==> config.mk <==
export PLATFORM = sky130hd
export DESIGN_NAME = cmd_decoder
export DESIGN_NICKNAME = d
export VERILOG_FILES = /design/src/rtl/cmd_pkg.sv /design/src/rtl/pulse_sync.sv /design/src/rtl/cmd_decoder.sv
export SDC_FILE = /design/constraint.sdc
export NUM_CORES = 1
export LEC_CHECK = 0
export ABC_AREA = 1
export CAP_MARGIN = 20
export CORE_MARGIN = 2
export CORE_UTILIZATION = 45
export DETAILED_ROUTE_END_ITERATION = 10
export GPL_ROUTABILITY_DRIVEN = 0
export HOLD_SLACK_MARGIN = 0.08
export PLACE_DENSITY = 0.61
export SYNTH_ARGS = -nofsm -noshare
export SYNTH_HDL_FRONTEND = slang
export SYNTH_SLANG_ARGS = --single-unit
==> constraint.sdc <==
create_clock -name sys_clk -period 11.6 [get_ports sys_clk]
set_input_delay 2.32 -clock sys_clk [delete_from_list [all_inputs] [get_ports sys_clk]]
set_output_delay 2.32 -clock sys_clk [all_outputs]
set_load 0.02 [all_outputs]
==> src/rtl/cmd_pkg.sv <==
`default_nettype none
// ============================================================================
// Module      : cmd_pkg
// Description : Shared framing constants and opcode set for the command decoder.
// Revision    : 1.0
// ============================================================================
package cmd_pkg;

    localparam logic [7:0] c_hdr = 8'hA5;
    localparam logic [7:0] c_ack = 8'h06;
    localparam logic [7:0] c_nak = 8'h15;

    typedef enum logic [3:0] {
        OP_SET    = 4'd0,
        OP_INC    = 4'd1,
        OP_DEC    = 4'd2,
        OP_DEF    = 4'd3,
        OP_ALLDEF = 4'd4,
        OP_QUERY  = 4'd5
    } opcode_e;

endpackage
`default_nettype wire

==> src/rtl/pulse_sync.sv <==
`default_nettype none
// ============================================================================
// Module      : pulse_sync
// Description : Three-flop synchroniser with rising-edge detect between stages 2 and 3.
// Revision    : 1.0
// ============================================================================
module pulse_sync (
    input  logic sys_clk,
    input  logic rst_n,
    input  logic async_in,
    output logic rise
);

    logic [2:0] r_sync;

    always_ff @(posedge sys_clk or negedge rst_n) begin
        if (!rst_n) begin
            r_sync <= 3'b000;
        end else begin
            r_sync <= {r_sync[1:0], async_in};
        end
    end

    assign rise = r_sync[1] & ~r_sync[2];

endmodule
`default_nettype wire

==> src/rtl/cmd_decoder.sv <==
`default_nettype none
// ============================================================================
// Module      : cmd_decoder
// Description : UART packet decoder driving clamped actuator channels with ACK/NAK and watchdog.
// Revision    : 1.0
// ============================================================================
module cmd_decoder
    import cmd_pkg::*;
#(
    parameter int                        NUM_CH   = 4,
    parameter int                        VAL_W    = 8,
    parameter logic [NUM_CH*VAL_W-1:0]   CH_MIN   = '0,
    parameter logic [NUM_CH*VAL_W-1:0]   CH_MAX   = '1,
    parameter logic [NUM_CH*VAL_W-1:0]   CH_DEF   = '0,
    parameter int                        GAP_CYC  = 1_000_000,
    parameter int                        WDOG_CYC = 50_000_000
) (
    input  logic                      sys_clk,
    input  logic                      rst_n,
    input  logic                      rx_finish,
    input  logic [7:0]                rx_data,
    input  logic                      rx_error,
    output logic [NUM_CH*VAL_W-1:0]   ch_value,
    output logic                      cmd_ok,
    output logic                      cmd_err,
    output logic                      wdog_tripped,
    output logic                      ack_valid,
    output logic [7:0]                ack_data,
    input  logic                      ack_ready
);

    localparam logic [2:0] c_st_idle = 3'd0;
    localparam logic [2:0] c_st_hdr  = 3'd1;
    localparam logic [2:0] c_st_cmd  = 3'd2;
    localparam logic [2:0] c_st_arg  = 3'd3;
    localparam logic [2:0] c_st_exec = 3'd4;

    localparam int                    c_gap_w   = $clog2(GAP_CYC + 1);
    localparam int                    c_wdog_w  = $clog2(WDOG_CYC + 1);
    localparam logic [c_gap_w-1:0]    c_gap_last  = c_gap_w'(GAP_CYC - 1);
    localparam logic [c_wdog_w-1:0]   c_wdog_last = c_wdog_w'(WDOG_CYC - 1);

    logic                 w_rx_evt, w_err_evt;
    logic [2:0]           r_state, w_state_nx;
    logic                 r_pend_vld;
    logic [7:0]           r_pend_data;
    logic                 w_byte_vld;
    logic [7:0]           w_byte;
    logic [7:0]           r_cmd, r_arg, r_chk;
    logic [c_gap_w-1:0]   r_gap_cnt;
    logic [c_wdog_w-1:0]  r_wdog_cnt;
    logic                 r_wdog_trip, w_wdog_exp;
    logic                 w_in_pkt, w_gap_to, w_abort, w_exec, w_valid;
    logic                 r_ack_valid;
    logic [7:0]           r_ack_data, w_reply, w_cur8;
    opcode_e              w_op;
    logic [3:0]           w_ch;
    logic [VAL_W-1:0]     r_ch [NUM_CH];
    logic [VAL_W-1:0]     w_cur, w_min, w_max, w_def, w_arg, w_new, w_diff;
    logic [VAL_W:0]       w_sum;

    pulse_sync u_sync_finish (.sys_clk(sys_clk), .rst_n(rst_n), .async_in(rx_finish), .rise(w_rx_evt));
    pulse_sync u_sync_error  (.sys_clk(sys_clk), .rst_n(rst_n), .async_in(rx_error),  .rise(w_err_evt));

    // A byte parked during EXEC is replayed as the first byte seen in IDLE.
    assign w_byte_vld = w_rx_evt | ((r_state == c_st_idle) & r_pend_vld);
    assign w_byte     = ((r_state == c_st_idle) && r_pend_vld) ? r_pend_data : rx_data;

    assign w_in_pkt = (r_state == c_st_hdr) || (r_state == c_st_cmd) || (r_state == c_st_arg);
    assign w_gap_to = w_in_pkt && (r_gap_cnt == c_gap_last) && !w_rx_evt;
    assign w_abort  = (w_in_pkt && (w_err_evt || w_gap_to)) || ((r_state == c_st_exec) && w_err_evt);
    assign w_exec   = (r_state == c_st_exec) && !w_err_evt;

    assign w_op    = opcode_e'(r_cmd[7:4]);
    assign w_ch    = r_cmd[3:0];
    assign w_valid = (r_chk == (r_cmd ^ r_arg)) && (r_cmd[7:4] <= 4'd5) &&
                     ((w_op == OP_ALLDEF) || ({1'b0, w_ch} < 5'(NUM_CH)));

    always_ff @(posedge sys_clk or negedge rst_n) begin
        if (!rst_n) begin
            r_state <= c_st_idle;
        end else begin
            r_state <= w_state_nx;
        end
    end

    always_comb begin
        w_state_nx = r_state;
        case (r_state)
            c_st_idle: if (w_byte_vld && (w_byte == c_hdr)) w_state_nx = c_st_hdr;
            c_st_hdr:  if (w_abort) w_state_nx = c_st_idle; else if (w_rx_evt) w_state_nx = c_st_cmd;
            c_st_cmd:  if (w_abort) w_state_nx = c_st_idle; else if (w_rx_evt) w_state_nx = c_st_arg;
            c_st_arg:  if (w_abort) w_state_nx = c_st_idle; else if (w_rx_evt) w_state_nx = c_st_exec;
            default:   w_state_nx = c_st_idle;
        endcase
    end

    always_comb begin
        cmd_ok  = w_exec && w_valid;
        cmd_err = w_abort || (w_exec && !w_valid);
    end

    always_ff @(posedge sys_clk or negedge rst_n) begin
        if (!rst_n) begin
            r_cmd       <= 8'h00;
            r_arg       <= 8'h00;
            r_chk       <= 8'h00;
            r_pend_vld  <= 1'b0;
            r_pend_data <= 8'h00;
            r_gap_cnt   <= '0;
        end else begin
            if ((r_state == c_st_hdr) && w_rx_evt) r_cmd <= rx_data;
            if ((r_state == c_st_cmd) && w_rx_evt) r_arg <= rx_data;
            if ((r_state == c_st_arg) && w_rx_evt) r_chk <= rx_data;
            if ((r_state == c_st_exec) && w_rx_evt) begin
                r_pend_vld  <= 1'b1;
                r_pend_data <= rx_data;
            end else if (r_state == c_st_idle) begin
                r_pend_vld  <= 1'b0;
            end
            if (!w_in_pkt || w_rx_evt) r_gap_cnt <= '0;
            else if (!w_gap_to)        r_gap_cnt <= r_gap_cnt + 1'b1;
        end
    end

    // Counter freezes once tripped; only a successful command rearms it.
    assign w_wdog_exp = !r_wdog_trip && !cmd_ok && (r_wdog_cnt == c_wdog_last);

    always_ff @(posedge sys_clk or negedge rst_n) begin
        if (!rst_n) begin
            r_wdog_cnt  <= '0;
            r_wdog_trip <= 1'b0;
        end else if (cmd_ok) begin
            r_wdog_cnt  <= '0;
            r_wdog_trip <= 1'b0;
        end else if (w_wdog_exp) begin
            r_wdog_trip <= 1'b1;
        end else if (!r_wdog_trip) begin
            r_wdog_cnt  <= r_wdog_cnt + 1'b1;
        end
    end

    always_comb begin
        w_cur = '0;
        w_min = '0;
        w_max = '0;
        w_def = '0;
        for (int i = 0; i < NUM_CH; i++) begin
            if (w_ch == 4'(i)) begin
                w_cur = r_ch[i];
                w_min = CH_MIN[i*VAL_W +: VAL_W];
                w_max = CH_MAX[i*VAL_W +: VAL_W];
                w_def = CH_DEF[i*VAL_W +: VAL_W];
            end
        end
    end

    generate
        if (VAL_W >= 8) begin : g_arg_wide
            assign w_arg  = VAL_W'(r_arg);
            assign w_cur8 = w_cur[7:0];
        end else begin : g_arg_narrow
            assign w_arg  = r_arg[VAL_W-1:0];
            assign w_cur8 = 8'(w_cur);
        end
    endgenerate

    always_comb begin
        w_sum = {1'b0, w_cur} + {1'b0, w_arg};
        w_diff = w_cur - w_arg;
        w_new = w_cur;
        case (w_op)
            OP_SET:  w_new = (w_arg < w_min) ? w_min : ((w_arg > w_max) ? w_max : w_arg);
            OP_INC:  w_new = (w_sum > {1'b0, w_max}) ? w_max : w_sum[VAL_W-1:0];
            OP_DEC:  w_new = ((w_arg > w_cur) || (w_diff < w_min)) ? w_min : w_diff;
            OP_DEF:  w_new = w_def;
            default: w_new = w_cur;
        endcase
    end

    always_ff @(posedge sys_clk or negedge rst_n) begin
        if (!rst_n) begin
            for (int i = 0; i < NUM_CH; i++) r_ch[i] <= CH_DEF[i*VAL_W +: VAL_W];
        end else begin
            for (int i = 0; i < NUM_CH; i++) begin
                if (w_wdog_exp || (cmd_ok && (w_op == OP_ALLDEF)))
                    r_ch[i] <= CH_DEF[i*VAL_W +: VAL_W];
                else if (cmd_ok && (w_ch == 4'(i)) && (w_op != OP_QUERY))
                    r_ch[i] <= w_new;
            end
        end
    end

    generate
        for (genvar gi = 0; gi < NUM_CH; gi++) begin : g_ch_out
            assign ch_value[gi*VAL_W +: VAL_W] = r_ch[gi];
        end
    endgenerate

    assign w_reply = !w_valid ? c_nak : ((w_op == OP_QUERY) ? w_cur8 : c_ack);

    // A fresh reply overwrites a pending one and wins over a same-cycle handshake.
    always_ff @(posedge sys_clk or negedge rst_n) begin
        if (!rst_n) begin
            r_ack_valid <= 1'b0;
            r_ack_data  <= 8'h00;
        end else if (w_exec) begin
            r_ack_valid <= 1'b1;
            r_ack_data  <= w_reply;
        end else if (r_ack_valid && ack_ready) begin
            r_ack_valid <= 1'b0;
        end
    end

    assign ack_valid    = r_ack_valid;
    assign ack_data     = r_ack_data;
    assign wdog_tripped = r_wdog_trip;

endmodule
`default_nettype wire

==> key figures, run 1 <==
Synth
  – Synth cell types: 49
  – Post-Syn Area: 8380 µm²
  – Post-synthesis sequential area ratio: 38.8%
  – Seq cells post-synth: 130
  – Number of synthesized flops with an enable pin: 0
  – Syn nets: 1,203
  – Most used DFF post-synth: dfrtp_1
  – Ys Warns: 0
  – Yosys top cell by area: dfrtp_1
  – Mapped Cells: 1,154
  – Fraction of registers with async set/reset: 100%
  – Synth area leaders: dfrtp_1, nand2_1, nand3_1
  – Syn Area/Cell: 7.26 µm²
  – Area share of the largest cell type after synthesis: 38.8%

Power
  – Flop pwr share: 26.9%
  – Logic pwr share: 50.7%
  – Max IR drop VDD: 0.000131 V
  – Internal power: 1.23 mW
  – Switch share: 46.8%
  – Clock share of power: 22.5%
  – Switch Pwr: 1.09 mW
  – Power Density: 238 nW/µm²
  – Lkg Pwr: 4.89 nW
  – Overall Power: 2.32 mW

Route
  – Vias/cell: 5.35
  – Routed length per instance: 15.8 µm
  – DR iter-0 viols: 724
  – Drt drc: 0
  – DRT Pass-1 Iters: 5
  – Via Count: 7,794
  – Final antenna-violating net count: 0
  – Final wirelength: 22,900 µm

STA
  – Slew Viols, Final: 0
  – Clock skew: 0.0124 ns
  – Fin crit period: 5.69 ns
  – Hold Vio Cnt, Final: 0
  – Max_slew headroom: 36.6%
  – Setup TNS: 0 ns
  – Setup-failing EPs final: 0
  – RSZ-0062 raised after global routing: false
  – Worst Max-Slew Pin Slew: 0.948 ns
  – Final worst-path cycle share: 49.0%
  – FMAX: 0.176 GHz

CTS
  – Post-CTS setup buffer count: 0
  – Clk sinks: 130
  – Longest Clk Path Bufs: 2
  – H-tree depth: 4
  – CTS buffer count: 17
  – # resized after CTS: 0
  – Cts hold-fix bufs: 0
  – CTS tree: done
  – CTS clk-pin slew, worst paths: 0.06 ns
  – Root Buffer: clkbuf_16
  – Worst skew pair latency: 0.43 ns

Critical path
  – Worst EP arrival: 3.37 ns
  – Worst path cell trace: inv_1 > nand2_1 > nand2_1 > nand2_1 > nor2_1 > nand2_1 > nor2_2 > nand3_4 > clkinv_1 > clkdlybuf4s50_1
  – Critical path class: reg2out
  – WP data required: 9.28 ns
  – CP Buf/Inv Count: 3
  – Max Fanout on Critical Path: 28
  – Worst path most repeated cell: nand2_1
  – CP max-delay cell: clkdlybuf4s50_1
  – Critical Path End Type: output pin
  – Delay-heaviest family, CP: simple AND/OR/NAND/NOR gates
  – Critical path startpoint category: flop
  – CP peak stage delay: 0.65 ns

Die
  – Core area: 18,100 µm²
  – Die H: 140 µm
  – FP Rows: 49
  – Die area: 19,700 µm²
  – Die W: 140 µm
  – Initial Util: 46.3%
  – IO Pins: 57

Final layout
  – Util after Layout: 53.9%
  – Seq. cell area: 3250 µm²
  – Layout Area Growth over Synthesis: 16.3%
  – Filler cell count: 1,754
  – Nets: 1,263
  – Fin cells: 1,456
  – Fin area: 9740 µm²
  – Layout cells sized above 1: 5.46%
  – N_diodes: 0
  – Area of the multi-input gates: 4430 µm²

GRT
  – Initial antenna violation count: 0
  – Largest net degree at the start of global routing: 76
  – First-pass GRT wire length: 37,700 µm
  – Grt total ovfl: 0
  – GRT Util Overall: 24.1%
  – Vias in the first global route: 7,352

Placement
  – Placement Cell Area: 9160 µm²
  – Dpl hpwl: 16,800 µm
  – # placed instances: 1,423
  – Port buffer count: 56

Hold path
  – Hold Path Class: reg2reg

Outcome
  – Status: finished clean

Job
  – Max Cap Viol: 0
==> metrics by stage <==
stage	hold WS, ns	worst slack, ns
6_report	0.347	5.91
5_1_grt	0.352	5.65
4_1_cts	0.351	5.91
3_5_place_dp	0.338	6.38
3_3_place_gp	0.333	6.39
2_1_floorplan	0.331	7.54
==> power groups by stage <==
stage               clock network (mW)  logic [mW]  registers, mW
floorplan                            0       0.887          0.599
global placement                     0        1.15          0.629
detailed placement                   0        1.16          0.629
CTS                              0.528        1.17          0.622
global route                     0.548        1.34          0.636
finish                           0.522        1.18          0.624
==> kinds of logic (layout without fill, tap and decap cells) <==
group                    count (synthesis)  in the layout  share of synthesized area [%]
AO/OA/AOI/OAI                          126            126                           8.17
XOR/XNOR                                33             33                           3.45
adder cells (fa/ha/maj)                 36             36                           5.56
buffers and inverters                  179            252                           8.32
flip-flops                             130            130                           38.8
AND/OR/NAND/NOR                        650            650                           35.7
==> area by class of cell <==
type | instances | share of cell area (%)
timing repair buffer | 60 | 6.15
tap | 229 | 2.94
clock buffer | 20 | 4.79
inverter | 160 | 6.22
clock inverter | 12 | 1.09
sequential | 130 | 33.4
multi-input combinational | 845 | 45.4
==> metal layers <==
layer / track usage [%] / part of all wire [%]
met4: 8.51 / 2.5
met1: 32.5 / 46
met2: 39.1 / 46
met5: 0 / 0
met3: 4.21 / 5.1
==> worst paths after layout <==
| path | depth (start not counted) | end | from | slack [ns] |
|---|---|---|---|---|
| worst max-delay path | 10 | cmd_ok | r_cmd[3]$_DFFE_PN0P_ | 5.91 |
| worst min-delay path | 0 | u_sync_error.r_sync[1]$_DFF_PN0_ | u_sync_error.r_sync[0]$_DFF_PN0_ | 0.35 |
| worst max register to register | 28 | ch_value[5]$_DFFE_PN0P_ | r_cmd[3]$_DFFE_PN0P_ | 6.47 |
| worst min register to register | 0 | u_sync_error.r_sync[1]$_DFF_PN0_ | u_sync_error.r_sync[0]$_DFF_PN0_ | 0.35 |
| max in group asynchronous | 2 | r_gap_cnt[12]$_DFFE_PN0P_ | rst_n | 8.54 |
| min in group asynchronous | 1 | r_chk[4]$_DFFE_PN0P_ | rst_n | 1.89 |
==> placed cells by master (no fill, tap or decap), types with 3 or more instances in the layout <==
cell             synthesis  layout
xnor2_1                  3       3
nand4_1                 35      35
nand3_1                144     144
nand2_4                  3       3
xor2_1                  30      30
nand2_1                302     302
a31oi_1                  3       3
clkinv_2                 0       4
ha_1                    34      34
nand2_2                  3       3
nor4_1                   9       9
nor2_4                   8       8
clkdlybuf4s50_1          0      55
clkbuf_8                 0       3
nor3_1                  28      28
o21ai_0                 81      81
dfrtp_1                130     130
nor2_1                 100     100
buf_4                    2       3
clkinvlp_4               0       4
clkbuf_16                0      17
o22ai_1                  7       7
a21oi_1                 22      22
nor2_2                   3       3
inv_1                  155     155
==> Yosys cell counts, types with 3 or more instances <==
master	number
o22ai_1	7
nand2_2	3
nor2_2	3
nand2_1	302
nor2_4	8
xnor2_1	3
nand2_4	3
clkbuf_1	10
o21ai_0	81
nor3_1	28
inv_1	155
nor2_1	100
nand4_1	35
nand3_1	144
dfrtp_1	130
a31oi_1	3
nor4_1	9
a21oi_1	22
ha_1	34
xor2_1	30
==> flip-flops by register name (all words and copies together) (netlist names), 8 cells and up <==
register,flops
ack_data,8
ch_value,32
r_arg,8
r_chk,8
r_cmd,8
r_gap_cnt,20
r_pend_data,8
r_wdog_cnt,26
Power figures use the tool's default switching activity.
==> inputs of run 2 (changes only) <==
==> constraint.sdc (replaced) <==
create_clock -name sys_clk -period 5.3 [get_ports sys_clk]
set_input_delay 1.06 -clock sys_clk [delete_from_list [all_inputs] [get_ports sys_clk]]
set_output_delay 1.06 -clock sys_clk [all_outputs]
set_load 0.02 [all_outputs]
==> run 2 against run 1 <==
Clock skew decreased by 0.0027 ns; sequential share of layout area decreased by 0.36 points; sequential power increased by 120%; clock power increased by 140%; sequential cell count unchanged; worst setup slack got worse by 5.3 ns; critical endpoint is now ch_value[21]$_DFFE_PN0P_; utilization increased by 0.58 points; final cell count increased by 0.21%; non-clock buffer count increased by 4; clock-buffer cell count decreased by 1.
==> key figures, run 2 (synthesis gave the netlist of run 1 again) <==
Die
  – Die H: 140 µm (unchanged)
  – FP Rows: 49 (unchanged)
  – Die W: 140 µm (unchanged)
  – Core area: 18,100 µm² (unchanged)
  – Initial Util: 46.3% (unchanged)
  – Die area: 19,700 µm² (unchanged)
  – IO Pins: 57 (unchanged)

Power
  – Power Density: 537 nW/µm² (+130%)
  – Lkg Pwr: 4.95 nW (+1.2%)
  – Logic pwr share: 50.2% (-0.5 points)
  – Flop pwr share: 25.9% (-1.0 points)
  – Max IR drop VDD: 0.000307 V (+130%)
  – Switch share: 46.2% (-0.68 points)
  – Clock share of power: 23.9% (+1.4 points)
  – Switch Pwr: 2.44 mW (+120%)
  – Internal power: 2.85 mW (+130%)

STA
  – Setup TNS: 0 ns (unchanged)
  – Hold Vio Cnt, Final: 0 (unchanged)
  – Max_slew headroom: 37.5% (+0.89 points)
  – Slew Viols, Final: 0 (unchanged)
  – FMAX: 0.215 GHz
  – Fin crit period: 4.64 ns
  – Final worst-path cycle share: 87.6%
  – Setup-failing EPs final: 0 (unchanged)
  – RSZ-0062 raised after global routing: false
  – Worst Max-Slew Pin Slew: 0.938 ns (-0.00984 ns)
  – Clock skew: 0.00968 ns (-0.00267 ns)

Final layout
  – Util after Layout: 54.5% (+0.58 points)
  – Most frequent cells in the layout: nand2_1, inv_1, nand3_1, dfrtp_1, nor2_1
  – Nets: 1,267 (+0.32%)
  – N_diodes: 0 (unchanged)
  – Fin cells: 1,459 (+0.21%)
  – Max reg flops: 32 (unchanged)
  – Layout Area Growth over Synthesis: 17.6%
  – Layout cells sized above 1: 5.77% (+0.31 points)
  – Filler cell count: 1,734 (-1.1%)
  – Leading cell type in the layout, fill and taps excluded: nand2_1

Route
  – DR iter-0 viols: 649 (-10%)
  – Drt drc: 0 (unchanged)
  – Via Count: 7,862 (+0.87%)
  – Routed length per instance: 16.1 µm (+2.1%)
  – Final antenna-violating net count: 0 (unchanged)
  – Final wirelength: 23,500 µm (+2.3%)
  – DRT Pass-1 Iters: 5 (unchanged)
  – Vias/cell: 5.39 (+0.67%)

Critical path
  – Worst EP arrival: 5.01 ns (+1.64 ns)
  – CP peak stage delay: 0.41 ns (-0.24 ns)
  – Critical path class: reg2reg
  – Critical path startpoint category: flop
  – FF-to-FF setup slack: 0.66 ns (-5.81 ns)
  – CP max-delay cell: dfrtp_1
  – WP data required: 5.67 ns (-3.61 ns)
  – Critical Path End Type: flop
  – Max Fanout on Critical Path: 11 (-61%)
  – Worst path most repeated cell: nand2_1

GRT
  – GRT Util Overall: 24.9% (+0.86 points)
  – First-pass GRT wire length: 38,800 µm (+2.8%)
  – Initial antenna violation count: 0 (unchanged)
  – Largest net degree at the start of global routing: 96 (+26%)
  – Grt total ovfl: 0 (unchanged)
  – Vias in the first global route: 7,391 (+0.53%)

CTS
  – CTS clk-pin slew, worst paths: 0.06 ns (about the same)
  – Worst skew pair latency: 0.43 ns (about the same)
  – H-tree depth: 4 (unchanged)
  – Longest Clk Path Bufs: 2 (unchanged)
  – CTS tree: done
  – CTS buffer count: 17 (unchanged)
  – Clk sinks: 130 (unchanged)
  – Root Buffer: clkbuf_16

Outcome
  – Status: finished clean

Placement
  – Port buffer count: 56 (unchanged)
  – Dpl hpwl: 17,100 µm (+1.7%)
  – # placed instances: 1,427 (+0.28%)

Hold path
  – Hold Path Class: reg2reg

Job
  – Max Cap Viol: 0 (unchanged)
run 2: repair_timing:
| action | CTS | global route |
|---|---|---|
| endpoints found under the setup margin | 0 | 32 |
| gates resized for setup | 0 | 1 |
| hold buffers | 0 | 0 |
| setup buffers | 0 | 0 |
run 2: stage by stage:
stage | setup WS [ns] | hold slack, ns | area [µm²] | total power, mW
2_1_floorplan | 1.33 | 0.331 | 8380 | 3.25
3_3_place_gp | 0.608 | 0.332 | 9190 | 3.99
3_5_place_dp | 0.530 | 0.343 | 9190 | 4.00
4_1_cts | 0.518 | 0.355 | 9820 | 5.28
5_1_grt | 0.0836 | 0.362 | 9850 | 5.74
6_report | 0.659 | 0.354 | 9850 | 5.29
run 2: layer usage:
metal | global-route usage [%] | part of all wire (%) | vias up
li1 | - | - | 3918
met1 | 33.1 | 45 | 3627
met2 | 40.7 | 47 | 267
met3 | 4.55 | 5.3 | 50
met4 | 9.57 | 3.1 | 0
met5 | 0 | 0 | -
run 2: layout make-up:
class / instances / area, µm² / area share, %
multi-input cells: 845 / 4430 / 45.0
flip-flops and latches: 130 / 3250 / 33.0
repair buffers: 64 / 642 / 6.52
inverters: 160 / 606 / 6.15
clock buffers: 19 / 453 / 4.60
well taps: 229 / 287 / 2.91
clock inverters: 12 / 180 / 1.83
run 2: power groups by stage:
stage               clock [mW]  sequential [mW]  combinational, mW
floorplan                    0             1.31               1.94
global placement             0             1.39               2.60
detailed placement           0             1.39               2.62
CTS                       1.28             1.37               2.63
global route              1.32             1.40               3.01
finish                    1.26             1.37               2.66
run 2: final timing paths:
path	start	to	cells past startpoint
setup / recovery	r_cmd[3]$_DFFE_PN0P_	ch_value[21]$_DFFE_PN0P_	28
hold / removal	u_sync_finish.r_sync[0]$_DFF_PN0_	u_sync_finish.r_sync[1]$_DFF_PN0_	0
setup reg to reg	r_cmd[3]$_DFFE_PN0P_	ch_value[21]$_DFFE_PN0P_	28
hold reg to reg	u_sync_finish.r_sync[0]$_DFF_PN0_	u_sync_finish.r_sync[1]$_DFF_PN0_	0
max in group asynchronous	rst_n	r_wdog_cnt[12]$_DFFE_PN0P_	2
min in group asynchronous	rst_n	r_arg[4]$_DFFE_PN0P_	1
run 2: critical path, delay by kind of cell, from the launching register on:
| family | cells | cell delay [ns] |
|---|---|---|
| buffers and inverters | 6 | 0.47 |
| adder cells (fa/ha/maj) | 2 | 0.68 |
| AND/OR/NAND/NOR | 17 | 2.28 |
| flip-flops | 1 | 0.41 |
| XOR/XNOR | 1 | 0.21 |
| AO/OA/AOI/OAI | 2 | 0.54 |
==> inputs of run 3 (changes only) <==
--- a/config.mk
+++ b/config.mk
@@ -7,7 +7,7 @@
 export LEC_CHECK = 0
 export ABC_AREA = 1
 export CAP_MARGIN = 20
-export CORE_MARGIN = 2
+export CORE_MARGIN = 1
 export CORE_UTILIZATION = 45
 export DETAILED_ROUTE_END_ITERATION = 10
 export GPL_ROUTABILITY_DRIVEN = 0
==> run 3 against run 2 <==
The flow now finishes with violations (DRC); die area is 2.8% lower; first-iteration DRC count is 1.4% lower; worst setup slack worse by 0.15 ns; final cell count about the same; power down 0.90%; design area fell by 0.32%; via count decreased by 0.18%; sequential share of layout area grew 0.11 points; hold slack better by 0.0091 ns; sequential power hardly changed; largest power group unchanged.
==> key figures, run 3 (synthesis gave the netlist of run 1 again) <==
Outcome
  – Status: finished, violations left
  – Failing checks: DRC

CTS
  – # resized after CTS: 0 (unchanged)
  – Root Buffer: clkbuf_16
  – H-tree depth: 4 (unchanged)
  – CTS clk-pin slew, worst paths: 0.06 ns (about the same)
  – CTS buffer count: 17 (unchanged)
  – Cts hold-fix bufs: 0 (unchanged)
  – CTS tree: done
  – Clk sinks: 130 (unchanged)
  – Longest Clk Path Bufs: 2 (unchanged)
  – Post-CTS setup buffer count: 0 (unchanged)
  – Worst skew pair latency: 0.43 ns (about the same)

Power
  – Power Density: 534 nW/µm² (-0.58%)
  – Max IR drop VDD: 0.000251 V (-18%)
  – Lkg Pwr: 4.93 nW (-0.34%)

Critical path
  – Critical path class: reg2reg
  – WP data required: 5.66 ns (about the same)
  – Worst R2R End: ch_value[16]$_DFFE_PN0P_
  – FF-to-FF setup slack: 0.51 ns (-0.15 ns)
  – Max Fanout on Critical Path: 11 (unchanged)
  – Critical Path End Type: flop
  – CP Buf/Inv Count: 5 (-1)
  – Delay-heaviest family, CP: simple AND/OR/NAND/NOR gates
  – Worst path most repeated cell: nand2_1
  – Critical path startpoint category: flop
  – CP max-delay cell: fa_1
  – CP peak stage delay: 0.45 ns (+0.04 ns)
  – Worst EP arrival: 5.15 ns (+0.14 ns)
  – Reg2Reg Depth: 28 (unchanged)
  – RR Startpoint: r_cmd[3]$_DFFE_PN0P_

Route
  – Routed length per instance: 16.2 µm (+0.86%)
  – Final antenna-violating net count: 0 (unchanged)
  – Drt drc: 12 (+12)
  – DR iter-0 viols: 640 (-1.4%)
  – Vias/cell: 5.38 (-0.25%)
  – Final wirelength: 23,700 µm (+0.93%)
  – Via Count: 7,848 (-0.18%)
  – DRT Pass-1 Iters: 9 (+4)

Final layout
  – Most frequent cells in the layout: nand2_1, inv_1, nand3_1, dfrtp_1, nor2_1
  – Nets: 1,267 (unchanged)
  – Max reg flops: 32 (unchanged)
  – Leading cell type in the layout, fill and taps excluded: nand2_1
  – N_diodes: 0 (unchanged)
  – Layout cells sized above 1: 5.77% (about the same)
  – Layout Area Growth over Synthesis: 17.2%
  – Fin area: 9820 µm² (-0.32%)

STA
  – RSZ-0062 raised after global routing: false
  – Slew Viols, Final: 0 (unchanged)
  – Worst Max-Slew Pin Slew: 0.947 ns (+0.00902 ns)
  – Clock skew: 0.00821 ns (-0.00147 ns)
  – Setup TNS: 0 ns (unchanged)
  – Fin crit period: 4.79 ns (+0.148 ns)
  – Final worst-path cycle share: 90.3% (+2.8 points)
  – FMAX: 0.209 GHz (-3.1%)
  – Setup-failing EPs final: 0 (unchanged)
  – Hold Vio Cnt, Final: 0 (unchanged)
  – Max_slew headroom: 36.9% (-0.60 points)

Job
  – Max Cap Viol: 0 (unchanged)

Placement
  – Port buffer count: 56 (unchanged)
  – Dpl hpwl: 17,500 µm (+2.3%)
  – Placement Cell Area: 9190 µm² (unchanged)

Die
  – Initial Util: 46.3% (unchanged)
  – Core area: 18,100 µm² (unchanged)
  – Die H: 138 µm (-1.4%)
  – Die W: 138 µm (-1.4%)
  – IO Pins: 57 (unchanged)
  – Die area: 19,200 µm² (-2.8%)
  – FP Rows: 49 (unchanged)

GRT
  – First-pass GRT wire length: 39,000 µm (+0.45%)
  – GRT Util Overall: 25.8% (+0.91 points)
  – Vias in the first global route: 7,536 (+2.0%)
  – Grt total ovfl: 0 (unchanged)
  – Initial antenna violation count: 0 (unchanged)
  – Largest net degree at the start of global routing: 99 (+3.1%)

Hold path
  – Hold Path Class: reg2reg
  – Worst Hold Path EP: u_sync_error.r_sync[1]$_DFF_PN0_
  – Hold path start: u_sync_error.r_sync[0]$_DFF_PN0_
  – Min-Delay Path Depth: 0 (unchanged)
==> run 3: worst reg2reg max path, delay by kind of cell, from the launching register on <==
kind / cells / cell delay [ns]
AND/OR/NAND/NOR: 18 / 2.51
adder cells (fa/ha/maj): 3 / 0.98
flip-flops: 1 / 0.41
buffers and inverters: 5 / 0.37
AO/OA/AOI/OAI: 1 / 0.25
XOR/XNOR: 1 / 0.21
==> run 3: worst max-delay path by stage <==
| stage | start | end | slack, ns | cells past startpoint |
|---|---|---|---|---|
| 2_1_floorplan | r_cmd[3]$_DFFE_PN0P_ | ch_value[21]$_DFFE_PN0P_ | 1.33 | 28 |
| 3_3_place_gp | r_cmd[2]$_DFFE_PN0P_ | ch_value[30]$_DFFE_PN0P_ | 0.64 | 28 |
| 3_5_place_dp | r_cmd[3]$_DFFE_PN0P_ | ch_value[15]$_DFFE_PN0P_ | 0.58 | 28 |
| 4_1_cts | r_cmd[3]$_DFFE_PN0P_ | ch_value[16]$_DFFE_PN0P_ | 0.57 | 28 |
| 5_1_grt | r_cmd[3]$_DFFE_PN0P_ | ch_value[16]$_DFFE_PN0P_ | 0.05 | 28 |
| 6_report | r_cmd[3]$_DFFE_PN0P_ | ch_value[16]$_DFFE_PN0P_ | 0.51 | 28 |
==> run 3: layer usage <==
| metal | global-route usage, % | wire length [µm] |
|---|---|---|
| met5 | 0 | 0 |
| met1 | 33.7 | 10700 |
| met2 | 43.6 | 11300 |
| met3 | 4.40 | 1150 |
| met4 | 8.46 | 514 |
==> run 3: area by class of cell <==
class                   count  area [µm²]
clock buffers              18         439
clock inverters            14         178
fillers                  1732        8270
inverters                 160         606
multi-input cells         845        4430
flip-flops and latches    130        3250
well taps                 229         287
repair buffers             64         629
==> run 3: power breakdown <==
part | switching, mW | leakage, nW | total, mW | internal, mW
Sequential | 0.219 | 1.70 | 1.37 | 1.15
Combinational | 1.76 | 2.94 | 2.64 | 0.880
Clock | 0.474 | 0.295 | 1.23 | 0.758
Total | 2.45 | 4.93 | 5.25 | 2.79
==> run 3: metrics by stage <==
stage / hold WS [ns] / power (mW) / setup slack (ns) / utilization (%) / instances
2_1_floorplan: 0.331 / 3.25 / 1.33 / - / 1154
3_3_place_gp: 0.333 / 3.99 / 0.636 / 50.8 / 1427
3_5_place_dp: 0.350 / 4.01 / 0.579 / 50.8 / 1427
4_1_cts: 0.364 / 5.25 / 0.566 / 54.2 / 1459
5_1_grt: 0.376 / 5.69 / 0.0475 / 54.3 / 1460
6_report: 0.363 / 5.25 / 0.512 / 54.3 / 1460
